**src/rtl/elevator_pkg.sv**
```systemverilog
// Shared definitions for the single-car elevator controller.
// Holds the state encoding, the floor count and the floor index width.
package elevator_pkg;

    localparam int NUM_FLOORS = 5;
    localparam int FLOOR_W    = 3;

    localparam logic [1:0] ST_IDLE = 2'd0;
    localparam logic [1:0] ST_UP   = 2'd1;
    localparam logic [1:0] ST_DOWN = 2'd2;
    localparam logic [1:0] ST_DOOR = 2'd3;

    typedef enum logic [1:0] {
        IDLE = ST_IDLE,
        UP   = ST_UP,
        DOWN = ST_DOWN,
        DOOR = ST_DOOR
    } state_t;

endpackage

```
**src/rtl/elevator_req_latch.sv**
```systemverilog
// Edge-detecting request latch that turns the button vector into pending requests.
// A held-high button registers once; a fresh rising edge wins over a same-cycle clear.
module elevator_req_latch
    import elevator_pkg::*;
#(
    parameter int N = NUM_FLOORS
) (
    input  logic         clk,
    input  logic         reset,
    input  logic [N-1:0] buttons,
    input  logic [N-1:0] clear,
    output logic [N-1:0] pending
);

    logic [N-1:0] buttons_q;

    always_ff @(posedge clk or posedge reset) begin
        if (reset) begin
            pending   <= '0;
            buttons_q <= '0;
        end else begin
            pending   <= (pending & ~clear) | (buttons & ~buttons_q);
            buttons_q <= buttons;
        end
    end

endmodule

```
**src/rtl/elevator_car.sv**
```systemverilog
// SCAN-policy controller for one elevator car: moves a floor at a time,
// keeps its direction while requests remain ahead, and dwells with doors open.
module elevator_car
    import elevator_pkg::*;
#(
    parameter int FLOOR_CYCLES = 4,
    parameter int DOOR_CYCLES  = 2
) (
    input  logic                  clk,
    input  logic                  reset,
    input  logic [NUM_FLOORS-1:0] buttons,
    output logic [FLOOR_W-1:0]    current_floor,
    output logic                  moving_up,
    output logic                  moving_down,
    output logic                  door_open
);

    localparam int TMAX = (FLOOR_CYCLES > DOOR_CYCLES) ? FLOOR_CYCLES : DOOR_CYCLES;
    localparam int TW   = (TMAX > 1) ? $clog2(TMAX) : 1;
    localparam logic [TW-1:0] FLOOR_LAST = TW'(FLOOR_CYCLES - 1);
    localparam logic [TW-1:0] DOOR_LAST  = TW'(DOOR_CYCLES - 1);

    state_t                  state, state_n;
    logic [TW-1:0]           timer, timer_n;
    logic [FLOOR_W-1:0]      floor_n;
    logic                    dir_up, dir_n;
    logic [NUM_FLOORS-1:0]   pending, clear, here_mask;

    function automatic logic above_of(input logic [NUM_FLOORS-1:0] p, input logic [FLOOR_W-1:0] f);
        logic r;
        r = 1'b0;
        for (int i = 0; i < NUM_FLOORS; i++)
            if (i > int'(f) && p[i]) r = 1'b1;
        return r;
    endfunction

    function automatic logic below_of(input logic [NUM_FLOORS-1:0] p, input logic [FLOOR_W-1:0] f);
        logic r;
        r = 1'b0;
        for (int i = 0; i < NUM_FLOORS; i++)
            if (i < int'(f) && p[i]) r = 1'b1;
        return r;
    endfunction

    function automatic logic [NUM_FLOORS-1:0] onehot(input logic [FLOOR_W-1:0] f);
        logic [NUM_FLOORS-1:0] one;
        one = {{(NUM_FLOORS-1){1'b0}}, 1'b1};
        return one << f;
    endfunction

    // Resting decision: serve here first, else prefer the current direction.
    function automatic state_t decide(input logic [NUM_FLOORS-1:0] p, input logic [FLOOR_W-1:0] f,
                                      input logic dir);
        logic a, b;
        a = above_of(p, f);
        b = below_of(p, f);
        if (p[f])
            return DOOR;
        else if (a && (dir || !b))
            return UP;
        else if (b)
            return DOWN;
        else
            return IDLE;
    endfunction

    elevator_req_latch #(.N(NUM_FLOORS)) u_req (
        .clk     (clk),
        .reset   (reset),
        .buttons (buttons),
        .clear   (clear),
        .pending (pending)
    );

    assign here_mask = onehot(current_floor);

    always_ff @(posedge clk or posedge reset) begin
        if (reset) begin
            state         <= IDLE;
            timer         <= '0;
            current_floor <= '0;
            dir_up        <= 1'b1;
        end else begin
            state         <= state_n;
            timer         <= timer_n;
            current_floor <= floor_n;
            dir_up        <= dir_n;
        end
    end

    always_comb begin
        state_n = state;
        timer_n = timer;
        floor_n = current_floor;
        dir_n   = dir_up;
        clear   = '0;
        unique case (state)
            IDLE: state_n = decide(pending, current_floor, dir_up);
            UP, DOWN: begin
                if (timer == FLOOR_LAST) begin
                    timer_n = '0;
                    floor_n = (state == UP) ? current_floor + FLOOR_W'(1) : current_floor - FLOOR_W'(1);
                    if (pending[floor_n])
                        state_n = DOOR;
                    else if (state == UP ? above_of(pending, floor_n) : below_of(pending, floor_n))
                        state_n = state;
                    else if (state == UP ? below_of(pending, floor_n) : above_of(pending, floor_n))
                        state_n = (state == UP) ? DOWN : UP;
                    else
                        state_n = IDLE;
                end else begin
                    timer_n = timer + TW'(1);
                end
            end
            DOOR: begin
                // Presses for this floor are swallowed while open; doors never extend.
                clear = here_mask;
                if (timer == DOOR_LAST) begin
                    timer_n = '0;
                    state_n = decide(pending & ~here_mask, current_floor, dir_up);
                end else begin
                    timer_n = timer + TW'(1);
                end
            end
        endcase
        if (state_n == DOOR && state != DOOR)
            clear = onehot(floor_n);
        if (state_n == UP)
            dir_n = 1'b1;
        else if (state_n == DOWN)
            dir_n = 1'b0;
    end

    assign moving_up   = (state == UP);
    assign moving_down = (state == DOWN);
    assign door_open   = (state == DOOR);

endmodule

```
**config.mk**
```make
export PLATFORM = sky130hd
export DESIGN_NAME = elevator_car
export DESIGN_NICKNAME = d
export VERILOG_FILES = /design/src/rtl/elevator_pkg.sv /design/src/rtl/elevator_req_latch.sv /design/src/rtl/elevator_car.sv
export SDC_FILE = /design/constraint.sdc
export NUM_CORES = 1
export LEC_CHECK = 0
export ABC_CLOCK_PERIOD_IN_PS = 5800
export CAP_MARGIN = 20
export CORE_UTILIZATION = 35
export DETAILED_ROUTE_END_ITERATION = 6
export SYNTH_ARGS = -nofsm -noshare
export SYNTH_HDL_FRONTEND = slang
export SYNTH_SLANG_ARGS = --single-unit
```
**constraint.sdc**
```tcl
create_clock -name clk -period 5.8 [get_ports clk]
set_clock_uncertainty 0.15 [all_clocks]
set_input_delay 0.58 -clock clk [delete_from_list [all_inputs] [get_ports clk]]
set_output_delay 0.58 -clock clk [all_outputs]
set_load 0.01 [all_outputs]
```
==> results of run 1 <==
[state kept, by name, indices dropped and copies added (netlist names)]
name / flops
u_req.buttons_q: 5
u_req.pending: 5
current_floor: 3
state: 2
timer: 2
dir_up: 1
[cells in the mapped netlist (3+ instances only)]
cell / number
nand2b_1: 4
nor2b_1: 5
nand2_1: 28
ha_1: 16
dfrtp_1: 17
a21oi_1: 21
o21a_1: 4
o22ai_1: 3
buf_2: 5
a31oi_1: 3
clkbuf_1: 3
o31ai_1: 3
o21ai_0: 15
or3_1: 3
nand3_1: 5
a21o_1: 4
inv_1: 19
nor2_1: 9
[worst register-to-register path: stages (launching register included)]
cell      delay, ns
dfrtp_1        0.78
inv_1          0.26
ha_1           0.54
and3b_1        0.23
nand2_1        0.06
nand2_1        0.09
o21ai_0        0.12
or3_1          0.34
a31oi_1        0.21
o32a_1         0.25
ha_1           0.17
nand2b_1       0.08
inv_1          0.08
nand2_1        0.06
o311ai_0       0.32
o21ai_0        0.15
[cells by family (layout without fill, tap and decap cells)]
group,Yosys count,in the layout,share of synthesized area (%)
XOR/XNOR,2,2,1.06
buffers and inverters,31,36,8.54
adder cells (fa/ha/maj),16,16,12.1
flip-flops,18,18,27.3
multiplexers,3,3,2.12
AND/OR/NAND/NOR,67,67,20.6
AO/OA/AOI/OAI,73,73,28.3
[routing by layer]
| metal | vias up | part of all wire [%] | GRT usage [%] |
|---|---|---|---|
| met5 | - | 0 | 0 |
| met4 | 0 | 1.1 | 7.33 |
| met3 | 4 | 3.3 | 0.855 |
| met2 | 33 | 45 | 26.5 |
| met1 | 671 | 50 | 23.3 |
| li1 | 752 | - | - |
[layout make-up]
class	instances	area (um^2)	area share, %
multi-input cells	161	1060	58.1
repair buffers	12	120	6.57
flip-flops and latches	18	452	24.7
clock buffers	4	55.1	3.01
well taps	52	65.1	3.56
inverters	20	75.1	4.10
[how the worst max path moves through the flow]
| stage | from | end | slack [ns] | cells after the start |
|---|---|---|---|---|
| CTS | current_floor[0] | u_req.pending[1] | 1.81 | 15 |
| global route | current_floor[0] | u_req.pending[1] | 1.33 | 15 |
| floorplan | current_floor[0] | u_req.pending[2] | 2.47 | 16 |
| detailed placement | current_floor[0] | u_req.pending[1] | 1.86 | 15 |
| finish | current_floor[0] | u_req.pending[1] | 1.77 | 15 |
| global placement | current_floor[0] | u_req.pending[1] | 1.86 | 15 |
[per-stage QoR]
step	area (um^2)	worst slack, ns	utilization (%)
2_1_floorplan	1660	2.47	-
3_3_place_gp	1770	1.86	39.9
3_5_place_dp	1770	1.86	39.9
4_1_cts	1830	1.81	41.2
5_1_grt	1830	1.33	41.2
6_report	1830	1.77	41.2
==> run metrics, run 1 <==
prevailing post-synth register cell dfrtp_1; syn nets roughly 230; first-pass GRT wire length roughly 6600 um; total iterations of the first detailed-routing run 4; Slew Limit Fails 0; type of origin of the critical path flop; Min-Delay Path Class flop to flop; final hold slack ~0.27 ns; setup TNS 0 ns; cell area after synthesis between 1500 and 2000 um^2; period utilisation layout 69.5%; Post-synth EDFFs 0; count of final setup violators 0; CTS sink cnt 18; Bufs on Longest Clock Path 2; pin count of the biggest net entering global routing 23; CP cell instances inv_1, ha_1, and3b_1, nand2_1, nand2_1, o21ai_0, or3_1, a31oi_1, o32a_1, ha_1, nand2b_1, inv_1, nand2_1, o311ai_0, o21ai_0; gr ovfl total 0; layout cells sized above 1 approximately 4.7%; initial antenna violation count 0; Cell Count Post-Placement approximately 260; Final Wtd Congestion ~0.88; Hold Path Cell Cnt 1; highest clock rate between 200 and 250 MHz; Total GRT Usage between 10% and 20%; crit-path most repeated cell nand2_1; Worst setup EP type flop; hold_sp u_req.buttons_q[4]; Reg2Reg Capture Point u_req.pending[1]; Yosys top cell area share ~26%; H-tree levels 1; Num CTS Buffers 3; R2R setup slack roughly 1.8 ns; register area share after synthesis a little over a quarter; WP buf/inv 2; clk_lat worst skew around 0.25 ns; Yosys top cell by area dfrtp_1; CP Max Fanout 22; number of I/O pins 13; commonest non-fill, non-tap cell in the layout nand2_1; initial DRC count about 160; Reg2Reg Depth 15; buffers added on ports 12; syn_area_per_cell about 7.9 um^2; area growth from synthesis to layout 10.5%; CTS Root Cell clkbuf_8; outcome completed; fillcell total between 400 and 500; yosys warns 0; max_cap viols 0; CP required about 5.8 ns; cell family with most CP delay compound AO/OA/AOI/OAI gates; FP Rows 24; max_slew headroom 54.6%; minimum clock period slightly above 4 ns; Crit Path Class flop to flop; drt total wl 3790 um; Die Ht approximately 71 um; vias approximately 1500; RSZ-0062 raised after global routing no; die area around 5000 um^2; DRT antenna net count 0; TritonCTS clock tree yes; Ant. Diodes 0; most frequent cells in the layout nand2_1 (28), a21oi_1 (21), inv_1 (19), dfrtp_1 (17), ha_1 (16); Core ar. ~4400 um^2; WL per Instance between 10 and 15 um; Critical Path AT about 4.0 ns; top cells by area, synth dfrtp_1 (26%), ha_1 (12%), a21oi_1 (6.3%); ys async rst share 100%; Setup Fix Bufs, Post-CTS 0; Crit-path slowest cell dfrtp_1; placed wire-length estimate about 2900 um; CTS-repair resized insts 0; Vias/cell around 5.5; cells after synthesis between 200 and 250; Initial Util between 30% and 40%; Min-Delay Endpoint u_req.pending[4]; Final Hold Viols 0; count of different cell masters after synthesis 52; Die Wd 70.8 um; # DRC 0; cts hold-fix bufs 0; Worst-Margin Slew 0.681 ns; Final nets between 200 and 250; Worst-path clk slew 0.07 ns; Slowest Stage Delay on Critical Path between 0.7 and 0.8 ns; FF-to-FF Start current_floor[0]; Seq cells post-synth 18; Non-Filler Instances roughly 270; vias in the first global route around 1400
Power of run 1 is not shown: default switching activity piles up to over one toggle a cycle in this logic, so the estimate is an artifact.
==> run 2, diff against run 1 <==
- ABC_CLOCK_PERIOD_IN_PS: 5800 -> 3600
- clock period: 5.8 -> 3.6 ns (I/O delays scaled with it)
==> run metrics, run 2 (synthesis results as in run 1) <==
CTS Root Cell clkbuf_8; Ant. Diodes 0; placed wire-length estimate between 2000 and 3000 um; design area around 1900 um^2; Core ar. approximately 4400 um^2; DP Area 1830 um^2; final worst setup slack about 0.27 ns; Crit Path Class flop to flop; R2R setup slack between 0.2 and 0.3 ns; max_cap viols 0; vias in the first global route about 1500; highest clock rate between 300 and 400 MHz; WL per Instance 13.9 um; setup TNS 0 ns; pin count of the biggest net entering global routing 19; CP required around 3.6 ns; die area between 5000 and 6000 um^2; total iterations of the first detailed-routing run 4; DRT antenna net count 0; Slowest Stage Delay on Critical Path 0.45 ns; minimum clock period approximately 3.3 ns; FP Rows 24; count of final setup violators 0; Final Hold Viols 0; outcome completed; crit-path most repeated cell ha_1; Bufs on Longest Clock Path 2; Min-Delay Path Class flop to flop; buffers added on ports 12; Die Wd 70.8 um; initial antenna violation count 0; drt total wl around 3800 um; final hold slack about 0.26 ns; area growth from synthesis to layout 14.7%; pwr dens ~1100 nW/um^2; RSZ-0062 raised after global routing no; Final nets approximately 250; post-layout util between 40% and 50%; CTS sink cnt 18; total power ~2 mW; met3 WL post-DR between 150 and 200 um; Final Wtd Congestion around 0.87; commonest non-fill, non-tap cell in the layout nand2_1; Top Layer Used met4; Largest regs u_req.buttons_q: 5 flops, u_req.pending: 5 flops, current_floor: 3 flops; cts hold-fix bufs 0; first-pass GRT wire length about 6700 um; CP Launch Point current_floor[0]; Met1 Wirelength ~1800 um; Critical Path AT between 3 and 4 ns; Die Ht between 70 and 80 um; most frequent cells in the layout nand2_1 (28), a21oi_1 (20), inv_1 (19), ha_1 (16), dfrtp_1 (16); initial DRC count 104; Met2 Routed Length between 1500 and 2000 um; Crit-path slowest cell dfrtp_2; Worst setup EP type flop; Initial Util between 30 and 40%; number of I/O pins 13; # DRC 0; Worst-path clk slew 0.06 ns; max_slew headroom 57.1%; clk_lat worst skew ~0.25 ns; Slew Limit Fails 0; pre-CTS setup slack between 0.1 and 0.15 ns; H-tree levels 1; layout cells sized above 1 a little under a tenth; gr ovfl total 0; CP Max Fanout 7; Worst-Margin Slew 0.643 ns; Num CTS Buffers 3; Vias/cell between 5 and 6; leakage around 0.86 nW; Reg2Reg Capture Point u_req.pending[1]; Cell Count Post-Placement between 200 and 300; Non-Filler Instances ~280; TritonCTS clock tree yes; type of origin of the critical path flop; vias between 1500 and 2000; crit path capture u_req.pending[1]; Setup Fix Bufs, Post-CTS 0; period utilisation layout 92.4%; FF-to-FF Start current_floor[0]; Total GRT Usage between 15 and 20%; Reg2Reg Depth 14; CP cell instances ha_1, ha_1, nand2_1, a21boi_2, or3_1, o2111a_1, a21oi_2, o21a_1, ha_1, nand2b_1, inv_1, nand2_1, o311ai_0, o21ai_0; maximum vdd drop 0.356 mV
-- run 2: critical path: cells and delay by family, from the launching register on --
kind	cells	cell delay, ns
AOI/OAI and AO/OA	6	1.11
DFF	1	0.45
adders and majority gates	3	0.73
and+or+nand+nor	4	0.65
buffers and inverters	1	0.08
-- run 2: layer usage --
layer,up-vias,track usage (%)
met4,0,4.67
li1,765,-
met3,5,1.57
met1,698,21.5
met2,48,29.1
met5,-,0
-- run 2: what timing repair did --
action	in CTS	in global routing
endpoints found under the setup margin	0	4
gates resized for setup	0	4
hold endpoints to repair	0	0
-- run 2: worst min path at each step --
stage	start	end	slack, ns	cells after the start
floorplan	reset	current_floor[0]	0.15	1
global placement	u_req.buttons_q[0]	u_req.pending[0]	0.25	1
detailed placement	u_req.buttons_q[2]	u_req.pending[2]	0.26	1
CTS	u_req.buttons_q[2]	u_req.pending[2]	0.27	1
global route	u_req.buttons_q[1]	u_req.pending[1]	0.29	1
finish	u_req.buttons_q[2]	u_req.pending[2]	0.26	1
-- run 2: where the power goes --
group	total, mW	switching [mW]	leakage [nW]	internal (mW)
registers	0.387	0.108	0.200	0.279
logic	1.47	0.835	0.629	0.631
clock network	0.158	0.0613	0.0288	0.0970
-- run 2: final cells by class --
cell class,count,area (um^2)
sequential,18,453
timing repair buffer,20,180
inverter,20,75.1
multi-input combinational,161,1070
clock buffer,4,55.1
tap,52,65.1
fill,454,2550
Power figures use the tool's default switching activity.
==> run 3, diff against run 2 <==
--- a/constraint.sdc
+++ b/constraint.sdc
@@ -3,3 +3,3 @@
 set_input_delay 0.36 -clock clk [delete_from_list [all_inputs] [get_ports clk]]
 set_output_delay 0.36 -clock clk [all_outputs]
-set_load 0.01 [all_outputs]
+set_load 0.02 [all_outputs]
==> results of run 3 <==
Same layout as run 2 (identical final DEF). Status: completed.
Power of run 3 is left out for the same reason.
